--- src/rtl/paddle_pkg.sv ---
// paddle_pkg: shared types and default geometry for the Pong paddle
// controller. The POS_* defaults are also used by the collision logic and
// the VGA renderer, so they live here rather than in the paddle module.
//   state_e : paddle FSM state (IDLE / UP / DN), 2 bits
//   req_e   : direction request derived from buttons or auto tracking
//   manual_req() : button pair -> request (both pressed cancels)
package paddle_pkg;

  typedef enum logic [1:0] {
    ST_IDLE = 2'd0,
    ST_UP   = 2'd1,
    ST_DN   = 2'd2
  } state_e;

  typedef enum logic [1:0] {
    REQ_NONE = 2'd0,
    REQ_UP   = 2'd1,
    REQ_DN   = 2'd2
  } req_e;

  localparam int POS_W_DEF    = 10;
  localparam int POS_MIN_DEF  = 10;
  localparam int POS_MAX_DEF  = 470;
  localparam int POS_INIT_DEF = 60;

  // Exactly one button held gives a direction; both or neither is no request.
  function automatic req_e manual_req(input logic up, input logic dn);
    if (up && !dn) return REQ_UP;
    if (dn && !up) return REQ_DN;
    return REQ_NONE;
  endfunction

endpackage

--- src/rtl/paddle_ctrl_tick_gen.sv ---
// tick_gen: free-running divider producing a one-cycle enable every DIV
// clocks, in the clk domain (no derived clock). Shared with ball_ctrl.
//   clk  : system clock
//   rst  : synchronous active-high reset; counter cleared, tick suppressed
//   tick : high for one cycle when the counter sits at DIV-1
module tick_gen #(
  parameter int DIV = 131072
) (
  input  logic clk,
  input  logic rst,
  output logic tick
);

  localparam int CW = (DIV > 1) ? $clog2(DIV) : 1;
  localparam logic [CW-1:0] LAST = CW'(DIV - 1);

  logic [CW-1:0] cnt_q, cnt_d;

  always_comb begin
    cnt_d = cnt_q + CW'(1);
    if (cnt_q == LAST) cnt_d = '0;
  end

  always_ff @(posedge clk) begin
    if (rst) cnt_q <= '0;
    else     cnt_q <= cnt_d;
  end

  // Gated with rst so a held reset never produces a tick.
  assign tick = (cnt_q == LAST) && !rst;

endmodule

--- src/rtl/paddle_ctrl.sv ---
// paddle_ctrl: Pong paddle position controller.
// Buttons (2-flop synchronised) or an auto-tracking target produce a
// direction request; on each movement tick the FSM moves the paddle by a
// step that grows while the same direction is held, clamped to
// [POS_MIN, POS_MAX]. UP decreases pos, DN increases it.
//   clk, rst       : clock, synchronous active-high reset
//   btn_up, btn_dn : raw async button levels
//   auto_mode      : 1 = track target_y, buttons ignored
//   freeze         : 1 = hold position (ticks keep counting)
//   target_y       : auto-mode target
//   pos            : registered paddle position
//   moving         : registered, 1 while FSM is not IDLE
//   at_min, at_max : registered limit flags
module paddle_ctrl
  import paddle_pkg::*;
#(
  parameter int POS_W       = POS_W_DEF,
  parameter int POS_MIN     = POS_MIN_DEF,
  parameter int POS_MAX     = POS_MAX_DEF,
  parameter int POS_INIT    = POS_INIT_DEF,
  parameter int TICK_DIV    = 131072,
  parameter int STEP_MIN    = 1,
  parameter int STEP_MAX    = 4,
  parameter int ACCEL_TICKS = 16,
  parameter int DEADBAND    = 4,
  parameter int STEP_AUTO   = 2
) (
  input  logic             clk,
  input  logic             rst,
  input  logic             btn_up,
  input  logic             btn_dn,
  input  logic             auto_mode,
  input  logic             freeze,
  input  logic [POS_W-1:0] target_y,
  output logic [POS_W-1:0] pos,
  output logic             moving,
  output logic             at_min,
  output logic             at_max
);

  // One extra bit so pos+step and target+deadband never wrap.
  localparam int AW   = POS_W + 1;
  localparam int CNTW = (ACCEL_TICKS > 1) ? $clog2(ACCEL_TICKS) : 1;

  localparam logic [AW-1:0]    MIN_W    = AW'(POS_MIN);
  localparam logic [AW-1:0]    MAX_W    = AW'(POS_MAX);
  localparam logic [AW-1:0]    DB_W     = AW'(DEADBAND);
  localparam logic [POS_W-1:0] S_MIN    = POS_W'(STEP_MIN);
  localparam logic [POS_W-1:0] S_MAX    = POS_W'(STEP_MAX);
  localparam logic [POS_W-1:0] S_AUTO   = POS_W'(STEP_AUTO);
  localparam logic [CNTW-1:0]  ACC_LAST = CNTW'(ACCEL_TICKS - 1);

  logic [1:0]       up_sync_q, dn_sync_q;
  state_e           state_q, state_d;
  logic [POS_W-1:0] pos_q, pos_d;
  logic [POS_W-1:0] step_q, step_d, mv_step;
  logic [CNTW-1:0]  acc_q, acc_d;
  logic             moving_q, at_min_q, at_max_q;
  logic             at_min_d, at_max_d;
  logic             tick;
  req_e             req;
  logic [AW-1:0]    pos_w, tgt_w, step_w, nxt_w;
  logic             do_move, mv_up, same_dir;

  tick_gen #(.DIV(TICK_DIV)) u_tick (
    .clk  (clk),
    .rst  (rst),
    .tick (tick)
  );

  // Button synchronisers; only bit [1] is ever consumed.
  always_ff @(posedge clk) begin
    if (rst) begin
      up_sync_q <= '0;
      dn_sync_q <= '0;
    end else begin
      up_sync_q <= {up_sync_q[0], btn_up};
      dn_sync_q <= {dn_sync_q[0], btn_dn};
    end
  end

  // Direction request. Auto mode compares against pos with a deadband so
  // the paddle settles instead of dithering around the target.
  always_comb begin
    req   = REQ_NONE;
    pos_w = {1'b0, pos_q};
    tgt_w = {1'b0, target_y};
    if (auto_mode) begin
      if (tgt_w + DB_W < pos_w)      req = REQ_UP;
      else if (tgt_w > pos_w + DB_W) req = REQ_DN;
    end else begin
      req = manual_req(up_sync_q[1], dn_sync_q[1]);
    end
  end

  assign same_dir = ((req == REQ_UP) && (state_q == ST_UP)) ||
                    ((req == REQ_DN) && (state_q == ST_DN));

  // FSM next state, step and accel bookkeeping; evaluated on ticks only.
  always_comb begin
    state_d = state_q;
    step_d  = step_q;
    acc_d   = acc_q;
    do_move = 1'b0;
    mv_up   = 1'b0;
    mv_step = S_MIN;
    if (tick) begin
      if (freeze || (req == REQ_NONE)) begin
        state_d = ST_IDLE;
        step_d  = S_MIN;
        acc_d   = '0;
      end else begin
        do_move = 1'b1;
        mv_up   = (req == REQ_UP);
        state_d = mv_up ? ST_UP : ST_DN;
        if (auto_mode) begin
          // Fixed speed in auto; accel state kept parked at its start.
          step_d  = S_MIN;
          acc_d   = '0;
          mv_step = S_AUTO;
        end else if (same_dir) begin
          // The move on the tick that completes an accel period already
          // uses the raised step, so each step size is used ACCEL_TICKS
          // times counting the entry move.
          if (acc_q == ACC_LAST) begin
            acc_d  = '0;
            step_d = (step_q >= S_MAX) ? S_MAX : step_q + POS_W'(1);
          end else begin
            acc_d = acc_q + CNTW'(1);
          end
          mv_step = step_d;
        end else begin
          // Entry from IDLE or reversal: restart at the minimum step.
          step_d  = S_MIN;
          acc_d   = '0;
          mv_step = S_MIN;
        end
      end
    end
  end

  // Saturating move. The UP bound is checked before subtracting so the
  // result never wraps below zero.
  always_comb begin
    step_w = {1'b0, mv_step};
    nxt_w  = pos_w;
    if (do_move) begin
      if (mv_up) nxt_w = (pos_w >= step_w + MIN_W) ? pos_w - step_w : MIN_W;
      else       nxt_w = (pos_w + step_w > MAX_W)  ? MAX_W : pos_w + step_w;
    end
    pos_d    = nxt_w[POS_W-1:0];
    at_min_d = (nxt_w == MIN_W);
    at_max_d = (nxt_w == MAX_W);
  end

  always_ff @(posedge clk) begin
    if (rst) begin
      state_q  <= ST_IDLE;
      pos_q    <= POS_W'(POS_INIT);
      step_q   <= S_MIN;
      acc_q    <= '0;
      moving_q <= 1'b0;
      at_min_q <= (POS_INIT == POS_MIN);
      at_max_q <= (POS_INIT == POS_MAX);
    end else begin
      state_q  <= state_d;
      pos_q    <= pos_d;
      step_q   <= step_d;
      acc_q    <= acc_d;
      moving_q <= (state_d != ST_IDLE);
      at_min_q <= at_min_d;
      at_max_q <= at_max_d;
    end
  end

  assign pos    = pos_q;
  assign moving = moving_q;
  assign at_min = at_min_q;
  assign at_max = at_max_q;

endmodule

--- config.mk ---
export PLATFORM = sky130hd
export DESIGN_NAME = paddle_ctrl
export DESIGN_NICKNAME = d
export VERILOG_FILES = /design/src/rtl/paddle_pkg.sv /design/src/rtl/paddle_ctrl_tick_gen.sv /design/src/rtl/paddle_ctrl.sv
export SDC_FILE = /design/constraint.sdc
export NUM_CORES = 1
export LEC_CHECK = 0
export CAP_MARGIN = 0
export CORE_MARGIN = 4
export CORE_UTILIZATION = 60
export DETAILED_ROUTE_END_ITERATION = 10
export GPL_ROUTABILITY_DRIVEN = 1
export PLACE_DENSITY = 0.81
export SYNTH_ARGS = -nofsm -noshare
export SYNTH_HDL_FRONTEND = slang
export SYNTH_SLANG_ARGS = --single-unit
--- constraint.sdc ---
create_clock -name clk -period 11.2 [get_ports clk]
set_clock_uncertainty 0.15 [all_clocks]
set_input_delay 1.12 -clock clk [delete_from_list [all_inputs] [get_ports clk]]
set_output_delay 1.12 -clock clk [all_outputs]
set_load 0.02 [all_outputs]
* Word-level counts from Yosys, hierarchy flattened
Index checks and enable logic that the tools add are counted.
** Cells by class
- Add/sub/neg operators :: 8
- $lt $le $gt $ge :: 5
- Eq/ne operators :: 8
- Muxes and demuxes :: 35
- Reductions and logical operators :: 13
** Operator list (number)
- $mux 10 :: 8
- $mux 11 :: 4
- $add 10x3->11 const B :: 2
- $mux 2 :: 10
- $add 17x1->17 const B :: 1
- $eq 17x17->1 const B :: 1
- $mux 4 :: 4
- $add 10x10->11 :: 1
- $add 10x4->11 const B :: 1
- $eq 11x4->1 const B :: 1
- $eq 11x9->1 const B :: 1
- $ge 10x11->1 :: 1
- $gt 10x11->1 :: 1
- $gt 11x9->1 const B :: 1
- $lt 11x10->1 :: 1
- $sub 10x10->11 :: 1
- $add 10x1->10 const B :: 1
- $ge 10x3->1 const B :: 1
- $mux 1 :: 9
- $logic_and 1x1->1 :: 5
- $add 4x1->4 const B :: 1
- $eq 2x1->1 const B :: 2
- $eq 2x2->1 const B :: 2
- $eq 4x4->1 const B :: 1
- other kinds (5) :: 8
** Storage, ports and cells
- Register bits :: 50
- Output and inout bits :: 13

* Longest topological paths before layout
- Word-level depth :: 22
- Mapped depth :: 28
- Mapped depth without buffers :: 26

* Hierarchy
From an unflattened synthesis, not the netlist that was laid out.
** Unflattened totals
- Cell total of the unflattened synthesis :: 600
- Area, all modules :: 4645.7 um2
** Modules (own cells, without submodules)
- paddle_ctrl :: instances 1, cells an instance 512, area an instance 3856.2 um2, sequential area each 660.6 um2
- tick_gen :: instances 1, cells an instance 88, area an instance 789.5 um2, sequential area each 340.3 um2

* Worst setup path after synthesis
Ideal clock, no wire load.
- Kind :: input to register
- Start :: input port target_y[5]
- End :: register at_min_q, in the netlist at_min
- Arrival :: 6274 ps
- Required time :: 10958 ps
- Slack :: 4684 ps
- Cell stages on the path :: 23
- Buffers on the path :: 2
- Cell sequence :: and4_4 > nand4_1 > xnor2_1 > ha_1 > a41o_1 > a2111oi_4 > a21oi_2 > or4_4 > a211o_1 > buf_6 > or3_1 > ha_1 > clkbuf_1 > nor2_1 > nand3_1 > o21ba_2 > a21oi_1 > a211oi_1 > o41ai_2 > or3_1 > a22oi_1 > nand4_1 > nor4_1
** Between the ends
- Longest elaborated chain between the ends :: 17
- Elaborated cells on any way between the ends :: 31
- Those cells by class :: add/sub (4); order compare (4); eq/ne (3); mux (15); reduce/logical (5)
** RTL lines
- start, declared :: line paddle_ctrl.sv:34 : input logic [POS_W-1:0] target_y,
- $add 10x3->11 / $gt 10x11->1 (equally long branches) :: line paddle_ctrl.sv:89, paddle_ctrl.sv:90
- $lt 11x10->1 / $mux 2 (equally long branches) :: line paddle_ctrl.sv:89, paddle_ctrl.sv:90
- $mux 2 * :: line paddle_ctrl.sv:89 : if (tgt_w + DB_W < pos_w) req = REQ_UP;
- $mux 2 * :: line paddle_ctrl.sv:88 : if (auto_mode) begin
- $eq 2x1->1 / $eq 2x2->1 (equally long branches) :: line paddle_ctrl.sv:96, paddle_ctrl.sv:114, paddle_ctrl.sv:97
- $logic_and 1x1->1, on equally long branches :: line paddle_ctrl.sv:96, paddle_ctrl.sv:97
- $logic_or 1x1->1 :: line paddle_ctrl.sv:96 : assign same_dir = ((req == REQ_UP) && (state_q == ST_UP)) ||
- $mux 10 :: line paddle_ctrl.sv:121 : end else if (same_dir) begin
- $mux 10 :: line paddle_ctrl.sv:116 : if (auto_mode) begin
- $mux 10 :: line paddle_ctrl.sv:108 : if (freeze || (req == REQ_NONE)) begin
- $mux 10 :: line paddle_ctrl.sv:107 : if (tick) begin
- $add 10x10->11 / $add 10x4->11 (equally long branches) :: line paddle_ctrl.sv:149, paddle_ctrl.sv:148
- $gt 11x9->1 / $ge 10x11->1 (equally long branches) :: line paddle_ctrl.sv:149, paddle_ctrl.sv:148
- $mux 11, on equally long branches :: line paddle_ctrl.sv:149, paddle_ctrl.sv:148
- $mux 11 :: line paddle_ctrl.sv:148 : if (mv_up) nxt_w = (pos_w >= step_w + MIN_W) ? pos_w - step_w : MIN_W;
- $mux 11 * :: line paddle_ctrl.sv:147 : if (do_move) begin
- $eq 11x4->1 * :: line paddle_ctrl.sv:152 : at_min_d = (nxt_w == MIN_W);
- end signal, assigned :: line paddle_ctrl.sv:163 : at_min_q <= (POS_INIT == POS_MIN);
- end signal, assigned :: line paddle_ctrl.sv:171 : at_min_q <= at_min_d;
- end, declared :: line paddle_ctrl.sv:58 : logic moving_q, at_min_q, at_max_q;
Every way passes the cells marked *; elsewhere a longest branch is shown, timed or not.
A chain may end at the register's enable or synchronous reset.

* Worst setup path in the final report
- Start :: input port target_y[2]
- End :: register at_min_q, in the netlist at_min
The elaborated chain is that of the path after synthesis.

==> qor.csv <==
stage,metric,value,unit
finish,synthToLayoutAreaGrowth,10.2,%
critical_path,path_cells,clkdlybuf4s50_1 > ha_1 > nand3_1 > xnor2_1 > ha_1 > a21oi_1 > nor2_1 > a2111oi_4 > a21oi_2 > or4_4 > a211o_1 > nor2_1 > nand2_2 > ha_1 > nor2b_1 > a211oi_1 > nor2_1 > o41ai_1 > xor2_1 > o41ai_2 > nor2_1 > a311oi_2 > nand4_1 > nor4_1,
route,antenna_left,0,
route,vias_per_cell,5.96,
synthesis,synth_edf_count,0,
finish,final_cell_mix,"nor2_1, ha_1, dfxtp_1",
critical_path,startpoint_type,primary input,
clock_network,clock_sinks,50,
critical_path,critical_path_class,primary input to flip-flop,
clock_network,clk_latency,0.31,ns
clock_network,root_buffer,clkbuf_8,
synthesis,ys_seq_area_share,23.3,%
synthesis,avgSynthCellArea,7.86,um^2
sta,timing.final.hold_violations,0,
critical_path,cp-end-kind,flip-flop,
pwr,p_total,0.322,mW
finish,finalNonFillerCells,664,
critical_path,slowest_stage,o41ai_2,
synthesis,syn_area,4290,um^2
die,start_util,62.5,%
finish,diodes,0,
synthesis,ys_ff_latch,50,
finish,drive_gt1_share,6.51,%
placement,io_buffers,28,
route,wire_per_inst,15.8,um
pwr,powerDensity,68.0,nW/um^2
global_route,grt_overflow,0,
sta,period_needed,7.61,ns
global_route,antenna_found_initial,0,
global_route,first_global_vias,3735,
die,core,6870,um^2
die,die_y,92.6,um
synthesis,ys_types,75,
global_route,grt_start_max_net_pins,26,
critical_path,cp_max_fo,12,
synthesis,syn_nets,618,
sta,fmax,0.131,GHz
sta,rsz0062_at_grt,false,
die,die_w,92.6,um
route,wl,10500,um
global_route,track_usage,24.8,%
route,firstDrtPassIters,7,
pwr,power.leakage,1.88,nW
clock_network,postCtsSetupBuffers,0,
placement,gp_congestion,0.905,
outcome,outcome,completed,
die,rows,30,
die,io_pins,29,
critical_path,cpPeakStageDelay,0.62,ns
clock_network,htree_levels,2,
die,die_area,8570,um^2
finish,finalNetCount,639,
finish,regArea,1000,um^2
sta,slew_headroom,19.6,%
critical_path,critPathRequiredTime,11.26,ns
synthesis,synthCells,546,
finish,final_common_cell,nor2_1,
synthesis,synthArstFlopShare,0,%
clock_network,holdBufCountCts,0,
clock_network,max-clock-path-buffers,2,
placement,dp_hpwl,8270,um
clock_network,cts_resized,0,
pwr,worst_ir_drop_vdd,0.0689,mV
sta,fin_crit_sh,67.9,%
sta,finalSetupTns,0,ns
route,route.vias.total,3957,
placement,placed_cells,656,
synthesis,synth_flop_cell,dfxtp_1,
sta,tightest_slew,1.20,ns
clock_network,tritoncts,built,
run,drv_cap,0,
synthesis,synth_top_area_share,23.3,%
worst_hold_path,hold_class,flip-flop to flip-flop,
finish,fillCellCount,588,
sta,setup-violations-final,0,
synthesis,synth_area_leaders,"dfxtp_1, ha_1, xnor2_1, nor2_1, a21oi_1",
critical_path,worstPathArrival,7.67,ns
clock_network,clkTransAtPathRegs,0.10,ns
route,drtIter0Drc,300,
synthesis,synth_top_area_cell,dfxtp_1,
route,drc_errors,0,
sta,slew_violations,0,
synthesis,yosys_warnings,0,
finish,multi_input_area,3070,um^2
global_route,grt_pass1_wl,17600,um
clock_network,cts-buffers-inserted,5,
critical_path,crit_top_cell,nor2_1,
[state kept, by name, indices dropped and copies added, names as in the netlist]
name          cells
step_q           10
at_max            1
u_tick.cnt_q     17
dn_sync_q         2
up_sync_q         2
pos              10
at_min            1
moving            1
acc_q             4
state_q           2
[logic make-up after synthesis]
kind of cell             share of synthesized area [%]
AND/OR/NAND/NOR                                   24.6
AO/OA/AOI/OAI                                     20.4
buffers and inverters                             5.16
adder cells (fa/ha/maj)                           16.7
flip-flops                                        23.3
XOR/XNOR                                          9.80
[synthesized netlist by cell type (11+ instances only)]
cell	instances
nand2_1	46
xnor2_1	30
dfxtp_1	50
ha_1	54
nand3_1	19
a21oi_1	38
o21ai_0	25
nor2_1	63
clkbuf_1	11
xor2_1	18
inv_1	38
[critical path: cells and delay by family]
kind                       cells  cell delay, ns
and+or+nand+nor               10            2.02
adders and majority gates      3            0.89
AOI/OAI and AO/OA              8            2.69
xor gates and xnor gates       2            0.36
buffers and inverters          1            0.57
[per-stage QoR]
| stage | hold slack [ns] | worst slack, ns | utilization, % | cell area (um^2) |
|---|---|---|---|---|
| floorplan | 0.263 | 4.68 | - | 4290 |
| global placement | 0.275 | 3.57 | 67.4 | 4630 |
| detailed placement | 0.279 | 3.34 | 67.4 | 4630 |
| CTS | 0.304 | 3.64 | 68.8 | 4730 |
| global route | 0.323 | 3.23 | 68.8 | 4730 |
| finish | 0.300 | 3.59 | 68.8 | 4730 |
[per-layer routing]
metal | vias to the layer above | part of all wire [%] | global-route usage, % | routed length (um)
li1 | 1966 | - | - | -
met1 | 1859 | 45 | 33.1 | 4710
met2 | 115 | 48 | 43.4 | 5020
met3 | 17 | 6.0 | 2.68 | 631
met4 | 0 | 1.3 | 4.95 | 136
met5 | - | 0 | 0 | 0
[path summary, 6_finish.rpt]
| kind | end | slack (ns) | start | depth (start not counted) |
|---|---|---|---|---|
| hold / removal | up_sync_q[1]$_SDFF_PP0_ | 0.30 | up_sync_q[0]$_SDFF_PP0_ | 1 |
| hold reg to reg | up_sync_q[1]$_SDFF_PP0_ | 0.30 | up_sync_q[0]$_SDFF_PP0_ | 1 |
| setup reg to reg | at_min$_SDFF_PP0_ | 4.28 | u_tick.cnt_q[3]$_SDFF_PP0_ | 25 |
| setup / recovery | at_min$_SDFF_PP0_ | 3.59 | target_y[2] | 24 |
[report_power, final]
group | leakage [nW] | internal [mW] | total, mW | switching, mW
Sequential | 0.404 | 0.179 | 0.180 | 0.000751
Clock | 0.0502 | 0.0465 | 0.114 | 0.0674
Combinational | 1.43 | 0.0126 | 0.0276 | 0.0150
Total | 1.88 | 0.238 | 0.322 | 0.0832
[layout make-up]
cell class	instances	share of cell area, %
clock buffers	5	1.46
inverters	41	3.25
clock inverters	3	0.609
repair buffers	29	6.09
flip-flops and latches	50	21.2
multi-input cells	440	64.9
well taps	96	2.54
Note: power is estimated with default switching activity, not from simulation.
